**config.mk**
```make
export PLATFORM = sky130hd
export DESIGN_NAME = pipe_accum
export DESIGN_NICKNAME = d
export VERILOG_FILES = /design/src/rtl/pipe_accum.sv
export SDC_FILE = /design/constraint.sdc
export NUM_CORES = 1
export LEC_CHECK = 0
export ABC_CLOCK_PERIOD_IN_PS = 6300
export BUFFER_PORTS_ARGS = -buffer_cell sky130_fd_sc_hd__clkbuf_2
export CORE_ASPECT_RATIO = 1.25
export CORE_UTILIZATION = 37
export DETAILED_ROUTE_END_ITERATION = 16
export GPL_TIMING_DRIVEN = 0
export PLACE_DENSITY_LB_ADDON = 0.1
export SLEW_MARGIN = 40
export SYNTH_ARGS = -nofsm -noshare
export SYNTH_HDL_FRONTEND = slang
export SYNTH_SLANG_ARGS = --single-unit
```
**constraint.sdc**
```tcl
create_clock -name clk -period 6.3 [get_ports clk]
set_input_delay 0.315 -clock clk [delete_from_list [all_inputs] [get_ports clk]]
set_output_delay 0.315 -clock clk [all_outputs]
set_load 0.03 [all_outputs]
```
**src/rtl/pipe_accum.sv**
```systemverilog
// pipe_accum: block accumulator that sits downstream of the arithmetic
// pipeline's registered result (Q_pipe).
//
// It accepts NSAMP unsigned WIDTH-bit samples over a valid/ready input.
// It forms their ACC_W-bit sum and tracks the block maximum. The result
// is held on a valid/ready output until the next stage takes it.
//
// Build option: define PIPE_ACCUM_SAT_EN to make the accumulator saturate
// at 2^ACC_W-1 instead of wrapping. The carry flag (out_ovf) is reported
// in both builds.
//
// Ports
//   clk        in   rising-edge clock
//   n_rst      in   asynchronous active-low reset
//   in_valid   in   in_data carries a sample this cycle
//   in_ready   out  block can take a sample (low while a result is held)
//   in_data    in   WIDTH-bit unsigned sample
//   out_valid  out  out_sum / out_max / out_ovf are valid
//   out_ready  in   downstream takes the result this cycle
//   out_sum    out  ACC_W-bit block sum
//   out_max    out  largest sample of the block
//   out_ovf    out  block sum carried past 2^ACC_W-1
//   busy       out  a block is partially accumulated or being held
module pipe_accum #(
  parameter int WIDTH = 4,
  parameter int NSAMP = 4,
  parameter int ACC_W = 8
) (
  input  logic             clk,
  input  logic             n_rst,
  input  logic             in_valid,
  output logic             in_ready,
  input  logic [WIDTH-1:0] in_data,
  output logic             out_valid,
  input  logic             out_ready,
  output logic [ACC_W-1:0] out_sum,
  output logic [WIDTH-1:0] out_max,
  output logic             out_ovf,
  output logic             busy
);

  typedef enum logic [1:0] {IDLE, ACCUM, HOLD} state_t;

  state_t           r_state;
  logic [ACC_W-1:0] r_acc;
  logic [WIDTH-1:0] r_max;
  logic [7:0]       r_cnt;
  logic             r_ovf;
  logic             r_out_valid;
  logic [ACC_W-1:0] r_out_sum;
  logic [WIDTH-1:0] r_out_max;
  logic             r_out_ovf;

  logic             w_accept;
  logic             w_first;
  logic [ACC_W-1:0] w_base;
  logic [ACC_W:0]   w_sum_ext;
  logic [ACC_W-1:0] w_acc_nxt;
  logic [WIDTH-1:0] w_max_nxt;
  logic [7:0]       w_cnt_nxt;
  logic             w_ovf_nxt;
  logic             w_done;

  // Clamp or wrap the widened sum back to ACC_W bits.
  function automatic logic [ACC_W-1:0] f_acc_limit(input logic [ACC_W:0] sum);
`ifdef PIPE_ACCUM_SAT_EN
    return sum[ACC_W] ? {ACC_W{1'b1}} : sum[ACC_W-1:0];
`else
    return sum[ACC_W-1:0];
`endif
  endfunction

  assign in_ready  = (r_state != HOLD);
  assign w_accept  = in_valid && in_ready;
  assign w_first   = (r_state == IDLE);

  // The first beat of a block adds onto zero. That merges the load and
  // accumulate paths, and it can never carry because ACC_W >= WIDTH.
  assign w_base    = w_first ? '0 : r_acc;
  assign w_sum_ext = {1'b0, w_base} + {{(ACC_W + 1 - WIDTH){1'b0}}, in_data};
  assign w_acc_nxt = f_acc_limit(w_sum_ext);
  assign w_max_nxt = (w_first || (in_data > r_max)) ? in_data : r_max;
  assign w_cnt_nxt = w_first ? 8'd1 : 8'(r_cnt + 8'd1);
  assign w_ovf_nxt = (w_first ? 1'b0 : r_ovf) | w_sum_ext[ACC_W];
  assign w_done    = (w_cnt_nxt == 8'(NSAMP));

  always_ff @(posedge clk or negedge n_rst) begin
    if (!n_rst) begin
      r_state     <= IDLE;
      r_acc       <= '0;
      r_max       <= '0;
      r_cnt       <= '0;
      r_ovf       <= 1'b0;
      r_out_valid <= 1'b0;
      r_out_sum   <= '0;
      r_out_max   <= '0;
      r_out_ovf   <= 1'b0;
    end else begin
      case (r_state)
        IDLE, ACCUM: begin
          if (w_accept) begin
            r_acc <= w_acc_nxt;
            r_max <= w_max_nxt;
            r_cnt <= w_cnt_nxt;
            r_ovf <= w_ovf_nxt;
            if (w_done) begin
              // The final beat goes straight into the output registers.
              r_out_sum   <= w_acc_nxt;
              r_out_max   <= w_max_nxt;
              r_out_ovf   <= w_ovf_nxt;
              r_out_valid <= 1'b1;
              r_state     <= HOLD;
            end else begin
              r_state <= ACCUM;
            end
          end
        end
        HOLD: begin
          // Outputs keep their last values after the handshake.
          if (out_ready) begin
            r_out_valid <= 1'b0;
            r_acc       <= '0;
            r_max       <= '0;
            r_cnt       <= '0;
            r_ovf       <= 1'b0;
            r_state     <= IDLE;
          end
        end
        default: r_state <= IDLE;
      endcase
    end
  end

  assign out_valid = r_out_valid;
  assign out_sum   = r_out_sum;
  assign out_max   = r_out_max;
  assign out_ovf   = r_out_ovf;
  assign busy      = (r_state != IDLE);

endmodule

```
# Yosys cells after proc, flatten, opt, wreduce, memory -nomap -nowiden
# Cells that the tools add are included.
[word_totals]
regBits = 37
in_bits = 8
output_inout_bits = 16
wordCells = 52
[classes]
n_addsub = 2
order_cmp = 1
n_eq_ne = 7
mux = 22
bitwise = 1
n_reduce_logical = 10
[ops]
columns = ["cell", "n"]
rows = [
  ["8-bit 2-to-1 mux", 5],
  ["8-bit case mux with 2 select lines", 2],
  ["4-bit 2-to-1 mux", 3],
  ["8-bit by 4-bit adder with 9-bit output", 1],
  ["8-bit by 1-bit adder with 8-bit output, second input constant", 1],
  ["8-bit by 3-bit equality test with 1-bit output, second input constant", 1],
  ["2-bit != test, second input constant", 4],
  ["4-bit case mux with 2 select lines", 1],
  ["2-bit 2-to-1 mux", 3],
  ["3-bit AND reduction", 2],
  ["1-bit 2-to-1 mux", 5],
  ["4-bit > comparator", 1],
  ["1-bit case mux with 2 select lines", 2],
  ["2-bit case mux with 2 select lines", 1],
  ["4-bit AND reduction", 1],
  ["2-bit nonzero test", 2],
  ["2-bit by 1-bit equality test with 1-bit output, second input constant", 1],
  ["2-bit equality test, second input constant", 1],
  ["2-bit logical NOT", 1],
  ["2-bit AND reduction", 1],
  ["2-bit OR reduction", 1],
  ["1-bit logical AND", 1],
  ["1-bit logical OR", 1],
  ["1-bit OR", 1],
]

# Depth between registers and ports, before layout
# Gate-level depths: netlist of run 1.
[depth]
ltp_word = 6
depth_mapped = 12
depth_no_buf = 11

# Worst setup path before layout of run 1
# Ideal clock, no wire load.
[synth_timing]
path_kind = "register -> register"
start = "register r_state[1]"
end = "register r_out_sum[6], in the netlist out_sum[6]"
setup_time_ns = 0.065
t_arrival_ns = 2.732
required_ns = 6.235
setup_slack_ns = 3.503
stages_incl_launch_ff = 13
path_buffers = 1
synth_period_minus_slack_ns = 2.797
path_cell_list = "dfrtp_1 -> nor2_1 -> clkinv_1 -> clkbuf_1 -> and2_1 -> ha_1 -> inv_1 -> fa_1 -> nor2b_1 -> o21ai_0 -> a2111o_1 -> o21ai_0 -> mux2_4"
[synth_between]
elab_chain_cells = 4
word_cells_on_any_way = 10
classes_between = "add/sub (1); eq/ne (3); mux (2); reduce/logical (4)"
[synth_lines]
columns = ["element", "line", "text"]
rows = [
  ["start: declaration", "44", "state_t r_state;"],
  ["start signal: assignment", "89", "r_state <= IDLE;"],
  ["start signal: assignment", "112", "r_state <= HOLD;"],
  ["start signal: assignment", "114", "r_state <= ACCUM;"],
  ["parallel branches: the longest is 4 deep, another holds 8-bit by 4-bit adder with 9-bit output", "-", ""],
  ["end signal: assignment", "108", "r_out_sum <= w_acc_nxt;"],
  ["end: declaration", "50", "logic [ACC_W-1:0] r_out_sum;"],
]
# Several ways; the timed one is not identified.
# A chain may end at the register's enable or synchronous reset.

# Worst setup path in the final report of run 1
# Same ends and word-level chain as after synthesis.

==> report_table.html, run 1 <==
<table>
<tr><th>Metric</th><th>Value</th></tr>
<tr><th colspan="2">Power</th></tr>
<tr><td>Total power consumption of the routed design</td><td>1.14 mW</td></tr>
<tr><td>IR drop worst, VDD</td><td>0.000188 V</td></tr>
<tr><td>Lkg Pwr</td><td>1.12 nW</td></tr>
<tr><td>Power per Cell Area</td><td>480 nW/um^2</td></tr>
<tr><th colspan="2">Global routing</th></tr>
<tr><td>Global-route total usage across every layer</td><td>17.1%</td></tr>
<tr><td>Pin count of the biggest net entering global routing</td><td>38</td></tr>
<tr><td>Wire length of the first global-routing pass</td><td>7.94 mm</td></tr>
<tr><td>Peak-usage layer in the global routing report</td><td>met2</td></tr>
<tr><td>Via count of the first global-routing pass</td><td>1,550</td></tr>
<tr><td>GRT overflow</td><td>0</td></tr>
<tr><td>GR Util met1</td><td>22.2%</td></tr>
<tr><td>Number of antenna violations at the first check in global routing</td><td>0</td></tr>
<tr><td>Met3 usage</td><td>3.41%</td></tr>
<tr><td>Global routing met2 resource utilization</td><td>28.3%</td></tr>
<tr><th colspan="2">Yosys</th></tr>
<tr><td>Count of flip-flops with a built-in enable after synthesis</td><td>0</td></tr>
<tr><td>Asr flop ratio synth</td><td>100%</td></tr>
<tr><td>Area share of the largest cell type after synthesis</td><td>44.4%</td></tr>
<tr><td>Average cell area after synthesis</td><td>10.2 sq um</td></tr>
<tr><td>Sequential cell area fraction in the yosys report</td><td>44.4%</td></tr>
<tr><td>Yosys reg bits</td><td>37</td></tr>
<tr><td>Gate count of the mapped netlist</td><td>205</td></tr>
<tr><td>Cell accounting for the most synthesized area</td><td>sky130_fd_sc_hd__dfrtp_1</td></tr>
<tr><td>Post-Syn Area</td><td>2080 sq um</td></tr>
<tr><td>Number of synthesis warnings</td><td>0</td></tr>
<tr><td>Number of distinct library cells after synthesis</td><td>39</td></tr>
<tr><td>Net count after synthesis</td><td>223</td></tr>
<tr><td>Dominant synthesized flop cell</td><td>sky130_fd_sc_hd__dfrtp_1</td></tr>
<tr><td>Biggest area contributors in the synthesized netlist</td><td>sky130_fd_sc_hd__dfrtp_1 44%, sky130_fd_sc_hd__ha_1 5.4%, sky130_fd_sc_hd__a22o_1 4.2%, sky130_fd_sc_hd__o21ai_0 4.1%, sky130_fd_sc_hd__xnor2_1 3.8%</td></tr>
<tr><th colspan="2">STA</th></tr>
<tr><td>Setup repair after global routing missed its margin</td><td>false</td></tr>
<tr><td>Final setup violation count</td><td>0</td></tr>
<tr><td>Post-Route Setup TNS</td><td>0 ns</td></tr>
<tr><td>Fraction of the cycle the final worst path needs</td><td>50.1%</td></tr>
<tr><td>Min Clock Period, post-route</td><td>3.16 ns</td></tr>
<tr><td>PnR worst setup slack</td><td>3.14 ns</td></tr>
<tr><td>Maximum frequency from static timing analysis</td><td>317 MHz</td></tr>
<tr><td>Final-report max-slew violation count</td><td>0</td></tr>
<tr><td>Slew @ Worst Pin</td><td>0.568 ns</td></tr>
<tr><td>Worst slew margin</td><td>62.2%</td></tr>
<tr><td>Max Clock Skew</td><td>0.00786 ns</td></tr>
<tr><td>Final hold violation count</td><td>0</td></tr>
<tr><th colspan="2">Detailed routing</th></tr>
<tr><td>Iteration count of the initial detailed-routing pass</td><td>4</td></tr>
<tr><td>Final routed wire length divided by cell count</td><td>15.6 microns</td></tr>
<tr><td>Routed vias/inst</td><td>5.40</td></tr>
<tr><td>DRC violations left</td><td>0</td></tr>
<tr><td>Via total after detailed routing</td><td>1,614</td></tr>
<tr><td>Wirelength, routed</td><td>4.66 mm</td></tr>
<tr><td>Number of nets with antenna violations after routing</td><td>0</td></tr>
<tr><td>Number of DRC violations after detailed-routing iteration 0</td><td>58</td></tr>
<tr><th colspan="2">Place</th></tr>
<tr><td>Count of input and output buffers</td><td>23</td></tr>
<tr><td>Weighted congestion reported at the end of routability-driven placement</td><td>0.790</td></tr>
<tr><td>Dpl ws</td><td>3.17 ns</td></tr>
<tr><td>HPWL after detailed placement</td><td>3.38 mm</td></tr>
<tr><th colspan="2">Min path</th></tr>
<tr><td>Path class of the lowest-slack min-delay path</td><td>in2async</td></tr>
<tr><th colspan="2">Clock tree</th></tr>
<tr><td>Clock buffers created by TritonCTS</td><td>5</td></tr>
<tr><td>Hold buffer count at cts</td><td>0</td></tr>
<tr><td>Clock input transition at the sequential cells of the worst setup and hold paths</td><td>0.07 ns</td></tr>
<tr><td>Number of H-tree levels</td><td>2</td></tr>
<tr><td>Worst-case clock buffer depth</td><td>2</td></tr>
<tr><td>Root cell of the clock tree</td><td>sky130_fd_sc_hd__clkbuf_8</td></tr>
<tr><td>CTS tree</td><td>done</td></tr>
<tr><td>CTS sink count</td><td>37</td></tr>
<tr><td>CTS-repair resized insts</td><td>0</td></tr>
<tr><td>Buffer count from post-CTS setup fixing</td><td>0</td></tr>
<tr><td>Clk Latency, worst-skew pair</td><td>0.29 ns</td></tr>
<tr><th colspan="2">Critical path</th></tr>
<tr><td>CP dominant cell by count</td><td>sky130_fd_sc_hd__o21ai_0</td></tr>
<tr><td>Number of buffer and inverter stages on the critical path</td><td>3</td></tr>
<tr><td>Arr. time, crit path</td><td>3.34 ns</td></tr>
<tr><td>Critical path start-end classification</td><td>reg2reg</td></tr>
<tr><td>Cell type group with the largest total delay on the critical path</td><td>compound AO/OA/AOI/OAI gates</td></tr>
<tr><td>Critical Path Start</td><td>r_state[1]$_DFFE_PN0P_</td></tr>
<tr><td>Crit-path cells</td><td>nor2_1 -&gt; clkinv_1 -&gt; clkbuf_1 -&gt; and2_1 -&gt; ha_1 -&gt; inv_1 -&gt; fa_1 -&gt; nor2b_1 -&gt; o21ai_0 -&gt; a2111o_1 -&gt; o21ai_0 -&gt; mux2_4</td></tr>
<tr><td>Endpoint of the most critical register-to-register path</td><td>out_sum[6]$_DFFE_PN0P_</td></tr>
<tr><td>Worst R2R Start</td><td>r_state[1]$_DFFE_PN0P_</td></tr>
<tr><td>Required time reported for the critical path endpoint</td><td>6.48 ns</td></tr>
<tr><td>Startpoint type of the worst setup path</td><td>flip-flop</td></tr>
<tr><td>Highest fanout seen on the critical path</td><td>10</td></tr>
<tr><td>Cell depth of the worst flop-to-flop path</td><td>12</td></tr>
<tr><td>Reg-to-reg setup timing slack</td><td>3.14 ns</td></tr>
<tr><td>CP Capture Type</td><td>flip-flop</td></tr>
<tr><td>Critical path's slowest cell</td><td>sky130_fd_sc_hd__dfrtp_1</td></tr>
<tr><td>Max incr delay on CP</td><td>0.44 ns</td></tr>
<tr><th colspan="2">Die</th></tr>
<tr><td>Chip width</td><td>69.1 microns</td></tr>
<tr><td>Area enclosed by the die boundary</td><td>5940 sq um</td></tr>
<tr><td>IO Count</td><td>24</td></tr>
<tr><td>Cell row count</td><td>30</td></tr>
<tr><td>Starting Density</td><td>38.3%</td></tr>
<tr><td>Core outline area</td><td>5440 sq um</td></tr>
<tr><td>Die height</td><td>85.9 microns</td></tr>
<tr><th colspan="2">Finish</th></tr>
<tr><td>Count of antenna diodes in the layout</td><td>0</td></tr>
<tr><td>Final layout net count</td><td>253</td></tr>
<tr><td>Fraction of layout instances using a drive strength above 1</td><td>18.3%</td></tr>
<tr><td>Relative area change from synthesis to final layout</td><td>13.6%</td></tr>
<tr><th colspan="2">Outcome</th></tr>
<tr><td>Status</td><td>completed</td></tr>
<tr><th colspan="2">Job</th></tr>
<tr><td>Max-cap check violation count</td><td>0</td></tr>
</table>
==> cells by family (layout without fill, tap and decap cells) <==
group | count (synthesis) | count (layout) | synth area share (%)
multiplexers | 13 | 13 | 7.75
buffers and inverters | 21 | 51 | 4.20
AND/OR/NAND/NOR | 60 | 60 | 15.1
adder cells (fa/ha/maj) | 10 | 10 | 6.37
XOR/XNOR | 10 | 10 | 4.20
flip-flops | 37 | 37 | 44.4
AO/OA/AOI/OAI | 54 | 54 | 17.9
==> cell usage in the layout (no fill, tap or decap), types with 2 or more instances in the layout <==
| cell | synthesis | final |
|---|---|---|
| sky130_fd_sc_hd__o21ai_0 | 17 | 17 |
| sky130_fd_sc_hd__nor2b_1 | 4 | 4 |
| sky130_fd_sc_hd__and2_1 | 3 | 3 |
| sky130_fd_sc_hd__clkbuf_1 | 5 | 6 |
| sky130_fd_sc_hd__dfrtp_1 | 37 | 37 |
| sky130_fd_sc_hd__a211oi_1 | 2 | 2 |
| sky130_fd_sc_hd__a21oi_1 | 8 | 8 |
| sky130_fd_sc_hd__nand2_1 | 18 | 18 |
| sky130_fd_sc_hd__nand2b_1 | 2 | 2 |
| sky130_fd_sc_hd__ha_1 | 9 | 9 |
| sky130_fd_sc_hd__nor2_1 | 8 | 8 |
| sky130_fd_sc_hd__nand3_1 | 7 | 7 |
| sky130_fd_sc_hd__a21o_1 | 2 | 2 |
| sky130_fd_sc_hd__and3_1 | 5 | 5 |
| sky130_fd_sc_hd__clkbuf_2 | 0 | 22 |
| sky130_fd_sc_hd__a22o_1 | 10 | 10 |
| sky130_fd_sc_hd__o211ai_1 | 6 | 6 |
| sky130_fd_sc_hd__xnor2_1 | 9 | 9 |
| sky130_fd_sc_hd__mux2_4 | 5 | 5 |
| sky130_fd_sc_hd__mux2_2 | 5 | 5 |
| sky130_fd_sc_hd__nor3_1 | 4 | 4 |
| sky130_fd_sc_hd__inv_1 | 13 | 13 |
| sky130_fd_sc_hd__nand4_1 | 5 | 5 |
| sky130_fd_sc_hd__mux2i_1 | 3 | 3 |
| sky130_fd_sc_hd__clkbuf_8 | 0 | 6 |
| sky130_fd_sc_hd__o31ai_1 | 3 | 3 |
==> area by class of cell <==
| class | count | area, sq um |
|---|---|---|
| clock buffer | 7 | 86.3 |
| timing repair buffer | 23 | 118 |
| fill | 540 | 3080 |
| buffer | 7 | 35.0 |
| multi-input combinational | 147 | 1070 |
| tap | 64 | 80.1 |
| inverter | 14 | 52.6 |
| sequential | 37 | 926 |
==> how the worst max path moves through the flow <==
stage / to / slack [ns] / cells past startpoint
2_1_floorplan: out_sum[6]$_DFFE_PN0P_ / 3.50 / 12
3_3_place_gp: out_sum[6]$_DFFE_PN0P_ / 3.20 / 12
3_5_place_dp: out_sum[6]$_DFFE_PN0P_ / 3.17 / 12
4_1_cts: out_sum[6]$_DFFE_PN0P_ / 3.15 / 12
5_1_grt: out_sum[6]$_DFFE_PN0P_ / 2.82 / 12
6_report: out_sum[6]$_DFFE_PN0P_ / 3.14 / 12
==> routing by layer <==
metal  wire (microns)  vias up
met5                0        -
met4               85        0
met3              126        9
met2             2220       25
met1             2230      781
li1                 -      799
==> flip-flops by register name, summed over array words and instances (netlist names) <==
name and flops:
r_max 4, r_state 2, out_valid 1, r_acc 8, out_ovf 1, out_max 4, r_ovf 1, r_cnt 8
out_sum 8
==> cells in the mapped netlist (all sizes together), types with 2 or more instances <==
master and n:
a211oi 3, a21o 2, a21oi 8, a22o 10
and2 3, and3 5, buf 2, clkbuf 5
dfrtp 37, ha 9, inv 13, mux2 10
mux2i 3, nand2 18, nand2b 2, nand3 7
nand4 6, nor2 8, nor2b 4, nor3 4
o211ai 6, o21ai 17, o31ai 3, xnor2 9
==> through the flow <==
step | util (%) | instance area [sq um] | std cells | hold WS (ns)
global placement | 41.9 | 2280 | 292 | 0.449
finish | 43.5 | 2370 | 299 | 0.0172
global route | 43.5 | 2370 | 299 | 0.0547
floorplan | - | 2080 | 205 | 0.0194
detailed placement | 41.9 | 2280 | 292 | 0.355
CTS | 43.5 | 2370 | 299 | 0.0377
==> where the power goes <==
part           switching (mW)  internal, mW
Combinational           0.347         0.230
Clock                  0.0793        0.0868
Sequential             0.0663         0.328
Total                   0.493         0.644
==> worst register-to-register path, stage by stage, from the launching register on <==
cell	delay [ns]
sky130_fd_sc_hd__dfrtp_1	0.44
sky130_fd_sc_hd__nor2_1	0.16
sky130_fd_sc_hd__clkinv_1	0.27
sky130_fd_sc_hd__clkbuf_1	0.34
sky130_fd_sc_hd__and2_1	0.25
sky130_fd_sc_hd__ha_1	0.21
sky130_fd_sc_hd__inv_1	0.08
sky130_fd_sc_hd__fa_1	0.23
sky130_fd_sc_hd__nor2b_1	0.06
sky130_fd_sc_hd__o21ai_0	0.41
sky130_fd_sc_hd__a2111o_1	0.22
sky130_fd_sc_hd__o21ai_0	0.10
sky130_fd_sc_hd__mux2_4	0.28
No activity file was read; power rests on OpenSTA's default activity.
==> run 2, diff against run 1 <==
- ABC_CLOCK_PERIOD_IN_PS: 6300 -> 2950
- clock period: 6.3 -> 2.95 ns (I/O delays scaled with it)
==> run 2 against run 1 <==
Clock power rose by 110%; setup slack got worse by 2.8 ns; clock-buffer cell count unchanged; flip-flop and latch count unchanged; critical path depth unchanged; clock skew increased by 0.00053 ns; final cell count is 1.3% higher; highest routed layer unchanged.
==> report_table.html, run 2 (synthesis gave the netlist of run 1 again) <==
<table>
<tr><th>Metric</th><th>Value</th></tr>
<tr><th colspan="2">Outcome</th></tr>
<tr><td>Status</td><td>completed</td></tr>
<tr><th colspan="2">Clock tree</th></tr>
<tr><td>Number of H-tree levels</td><td>2</td></tr>
<tr><td>Root cell of the clock tree</td><td>sky130_fd_sc_hd__clkbuf_8</td></tr>
<tr><td>Clock buffers created by TritonCTS</td><td>5</td></tr>
<tr><td>CTS tree</td><td>done</td></tr>
<tr><td>Clk Latency, worst-skew pair</td><td>0.29 ns</td></tr>
<tr><td>CTS sink count</td><td>37</td></tr>
<tr><td>Clock input transition at the sequential cells of the worst setup and hold paths</td><td>0.07 ns</td></tr>
<tr><td>Worst-case clock buffer depth</td><td>2</td></tr>
<tr><th colspan="2">Finish</th></tr>
<tr><td>Leading cell types in the layout, fill and taps excluded</td><td>36 x sky130_fd_sc_hd__dfrtp_1, 22 x sky130_fd_sc_hd__clkbuf_2, 18 x sky130_fd_sc_hd__nand2_1, 16 x sky130_fd_sc_hd__o21ai_0, 13 x sky130_fd_sc_hd__inv_1</td></tr>
<tr><td>Relative area change from synthesis to final layout</td><td>15.4%</td></tr>
<tr><td>Fraction of layout instances using a drive strength above 1</td><td>20.5%</td></tr>
<tr><td>Final layout net count</td><td>257</td></tr>
<tr><td>Count of antenna diodes in the layout</td><td>0</td></tr>
<tr><td>Most common cell after layout, fill and taps aside</td><td>sky130_fd_sc_hd__dfrtp_1</td></tr>
<tr><td>Number of filler cells placed in the layout</td><td>535</td></tr>
<tr><td>Final instance count without filler cells</td><td>303</td></tr>
<tr><td>Post-route design area</td><td>2400 sq um</td></tr>
<tr><th colspan="2">Detailed routing</th></tr>
<tr><td>DRC violations left</td><td>0</td></tr>
<tr><td>Final routed wire length divided by cell count</td><td>15.3 microns</td></tr>
<tr><td>Sum of met3 wire segment lengths after detailed routing</td><td>114 microns</td></tr>
<tr><td>Number of nets with antenna violations after routing</td><td>0</td></tr>
<tr><td>Wirelength, routed</td><td>4.64 mm</td></tr>
<tr><td>Met2 wire length</td><td>2.23 mm</td></tr>
<tr><td>Wire length the detailed router placed on met1</td><td>2.21 mm</td></tr>
<tr><td>Via total after detailed routing</td><td>1,621</td></tr>
<tr><td>Iteration count of the initial detailed-routing pass</td><td>4</td></tr>
<tr><td>Number of DRC violations after detailed-routing iteration 0</td><td>68</td></tr>
<tr><td>Max Used Layer</td><td>met4</td></tr>
<tr><td>Routed vias/inst</td><td>5.35</td></tr>
<tr><th colspan="2">Min path</th></tr>
<tr><td>Start point of the worst hold path</td><td>out_ready</td></tr>
<tr><td>Min-Delay Endpoint</td><td>r_state[1]$_DFFE_PN0P_</td></tr>
<tr><td>Cells on Worst Hold Path</td><td>2</td></tr>
<tr><td>Path class of the lowest-slack min-delay path</td><td>in2reg</td></tr>
<tr><th colspan="2">STA</th></tr>
<tr><td>Max Clock Skew</td><td>0.00839 ns</td></tr>
<tr><td>Worst slack on hold paths</td><td>0.0902 ns</td></tr>
<tr><td>Setup repair after global routing missed its margin</td><td>false</td></tr>
<tr><td>Post-Route Setup TNS</td><td>0 ns</td></tr>
<tr><td>Slew @ Worst Pin</td><td>0.544 ns</td></tr>
<tr><td>Final-report max-slew violation count</td><td>0</td></tr>
<tr><td>Final hold violation count</td><td>0</td></tr>
<tr><td>Fraction of the cycle the final worst path needs</td><td>89.3%</td></tr>
<tr><td>Min Clock Period, post-route</td><td>2.64 ns</td></tr>
<tr><td>Worst slew margin</td><td>63.7%</td></tr>
<tr><td>Final setup violation count</td><td>0</td></tr>
<tr><td>PnR worst setup slack</td><td>0.315 ns</td></tr>
<tr><td>Maximum frequency from static timing analysis</td><td>379 MHz</td></tr>
<tr><th colspan="2">Power</th></tr>
<tr><td>Lkg Pwr</td><td>1.14 nW</td></tr>
<tr><td>IR drop worst, VDD</td><td>0.000401 V</td></tr>
<tr><td>Power per Cell Area</td><td>1020 nW/um^2</td></tr>
<tr><th colspan="2">Critical path</th></tr>
<tr><td>Critical path start-end classification</td><td>reg2reg</td></tr>
<tr><td>Reg-to-reg setup timing slack</td><td>0.31 ns</td></tr>
<tr><td>Highest fanout seen on the critical path</td><td>10</td></tr>
<tr><td>Required time reported for the critical path endpoint</td><td>3.18 ns</td></tr>
<tr><td>Worst R2R Start</td><td>r_state[0]$_DFFE_PN0P_</td></tr>
<tr><td>Arr. time, crit path</td><td>2.87 ns</td></tr>
<tr><td>Cell depth of the worst flop-to-flop path</td><td>12</td></tr>
<tr><td>Startpoint type of the worst setup path</td><td>flip-flop</td></tr>
<tr><td>CP Capture Type</td><td>flip-flop</td></tr>
<tr><td>Endpoint of the most critical register-to-register path</td><td>out_sum[6]$_DFFE_PN0P_</td></tr>
<tr><th colspan="2">Place</th></tr>
<tr><td>Weighted congestion reported at the end of routability-driven placement</td><td>0.790</td></tr>
<tr><td>Placed insts</td><td>292</td></tr>
<tr><td>Total cell area at the placement stage</td><td>2280 sq um</td></tr>
<tr><td>Dpl ws</td><td>-0.183 ns</td></tr>
<tr><td>Count of input and output buffers</td><td>23</td></tr>
<tr><td>HPWL after detailed placement</td><td>3.38 mm</td></tr>
<tr><th colspan="2">Die</th></tr>
<tr><td>Core outline area</td><td>5440 sq um</td></tr>
<tr><td>Starting Density</td><td>38.3%</td></tr>
<tr><td>IO Count</td><td>24</td></tr>
<tr><td>Die height</td><td>85.9 microns</td></tr>
<tr><td>Cell row count</td><td>30</td></tr>
<tr><td>Chip width</td><td>69.1 microns</td></tr>
<tr><td>Area enclosed by the die boundary</td><td>5940 sq um</td></tr>
<tr><th colspan="2">Global routing</th></tr>
<tr><td>GRT overflow</td><td>0</td></tr>
<tr><td>Global-route total usage across every layer</td><td>17.1%</td></tr>
<tr><td>Pin count of the biggest net entering global routing</td><td>38</td></tr>
<tr><td>Number of antenna violations at the first check in global routing</td><td>0</td></tr>
<tr><td>Via count of the first global-routing pass</td><td>1,554</td></tr>
<tr><td>Wire length of the first global-routing pass</td><td>7.94 mm</td></tr>
<tr><th colspan="2">Job</th></tr>
<tr><td>Max-cap check violation count</td><td>0</td></tr>
</table>
==> run 2: cell type report <==
type	instances	area (sq um)	share of cell area, %
buffer	7	38.8	1.61
clock buffer	7	86.3	3.59
inverter	14	52.6	2.19
multi-input combinational	147	1070	44.5
sequential	37	927	38.6
tap	64	80.1	3.33
timing repair buffer	27	150	6.24
==> run 2: repair_timing <==
item                                    4_1_cts  5_1_grt
gates cloned                                  0        0
resized for setup                             2        5
endpoints found under the hold margin        37        0
endpoints found under the setup margin        6       10
buffers inserted                              0        3
hold buffers                                  1        0
==> run 2: power breakdown <==
group	leakage, nW	total [mW]	switching [mW]	internal (mW)
clock	0.0443	0.355	0.170	0.185
sequential	0.468	0.843	0.142	0.701
combinational	0.631	1.27	0.746	0.520
==> run 2: through the flow <==
step           total power [mW]  util (%)
2_1_floorplan              1.76         -
3_3_place_gp               2.08      41.9
3_5_place_dp               2.09      41.9
4_1_cts                    2.46      43.7
5_1_grt                    2.68      44.2
6_report                   2.46      44.2
==> run 2: critical path, cell delays in order (launching register included) <==
cell and delay (ns):
sky130_fd_sc_hd__dfrtp_1 0.41, sky130_fd_sc_hd__nor2_1 0.08, sky130_fd_sc_hd__inv_2 0.09, sky130_fd_sc_hd__buf_4 0.18, sky130_fd_sc_hd__and2_1 0.14, sky130_fd_sc_hd__ha_1 0.19, sky130_fd_sc_hd__inv_1 0.06, sky130_fd_sc_hd__fa_1 0.43
sky130_fd_sc_hd__nor2b_1 0.14, sky130_fd_sc_hd__o21ai_1 0.13, sky130_fd_sc_hd__a2111o_1 0.43, sky130_fd_sc_hd__o21ai_0 0.11, sky130_fd_sc_hd__mux2_4 0.18
==> run 2: how the worst max path moves through the flow <==
stage | slack (ns) | cells past startpoint | start | endpoint
6_report | 0.31 | 12 | r_state[0]$_DFFE_PN0P_ | out_sum[6]$_DFFE_PN0P_
5_1_grt | 0.09 | 12 | r_state[0]$_DFFE_PN0P_ | r_acc[6]$_DFFE_PN0P_
4_1_cts | 0.02 | 12 | r_state[1]$_DFFE_PN0P_ | out_sum[6]$_DFFE_PN0P_
3_5_place_dp | -0.18 | 12 | r_state[1]$_DFFE_PN0P_ | out_sum[6]$_DFFE_PN0P_
3_3_place_gp | -0.15 | 12 | r_state[1]$_DFFE_PN0P_ | out_sum[6]$_DFFE_PN0P_
2_1_floorplan | 0.15 | 12 | r_state[1]$_DFFE_PN0P_ | out_sum[6]$_DFFE_PN0P_
==> run 2: per-layer routing <==
| layer | GRT usage, % | vias up |
|---|---|---|
| met5 | 0 | - |
| met4 | 5.94 | 0 |
| met3 | 3.41 | 9 |
| met2 | 28.3 | 23 |
| met1 | 22.3 | 784 |
| li1 | - | 805 |
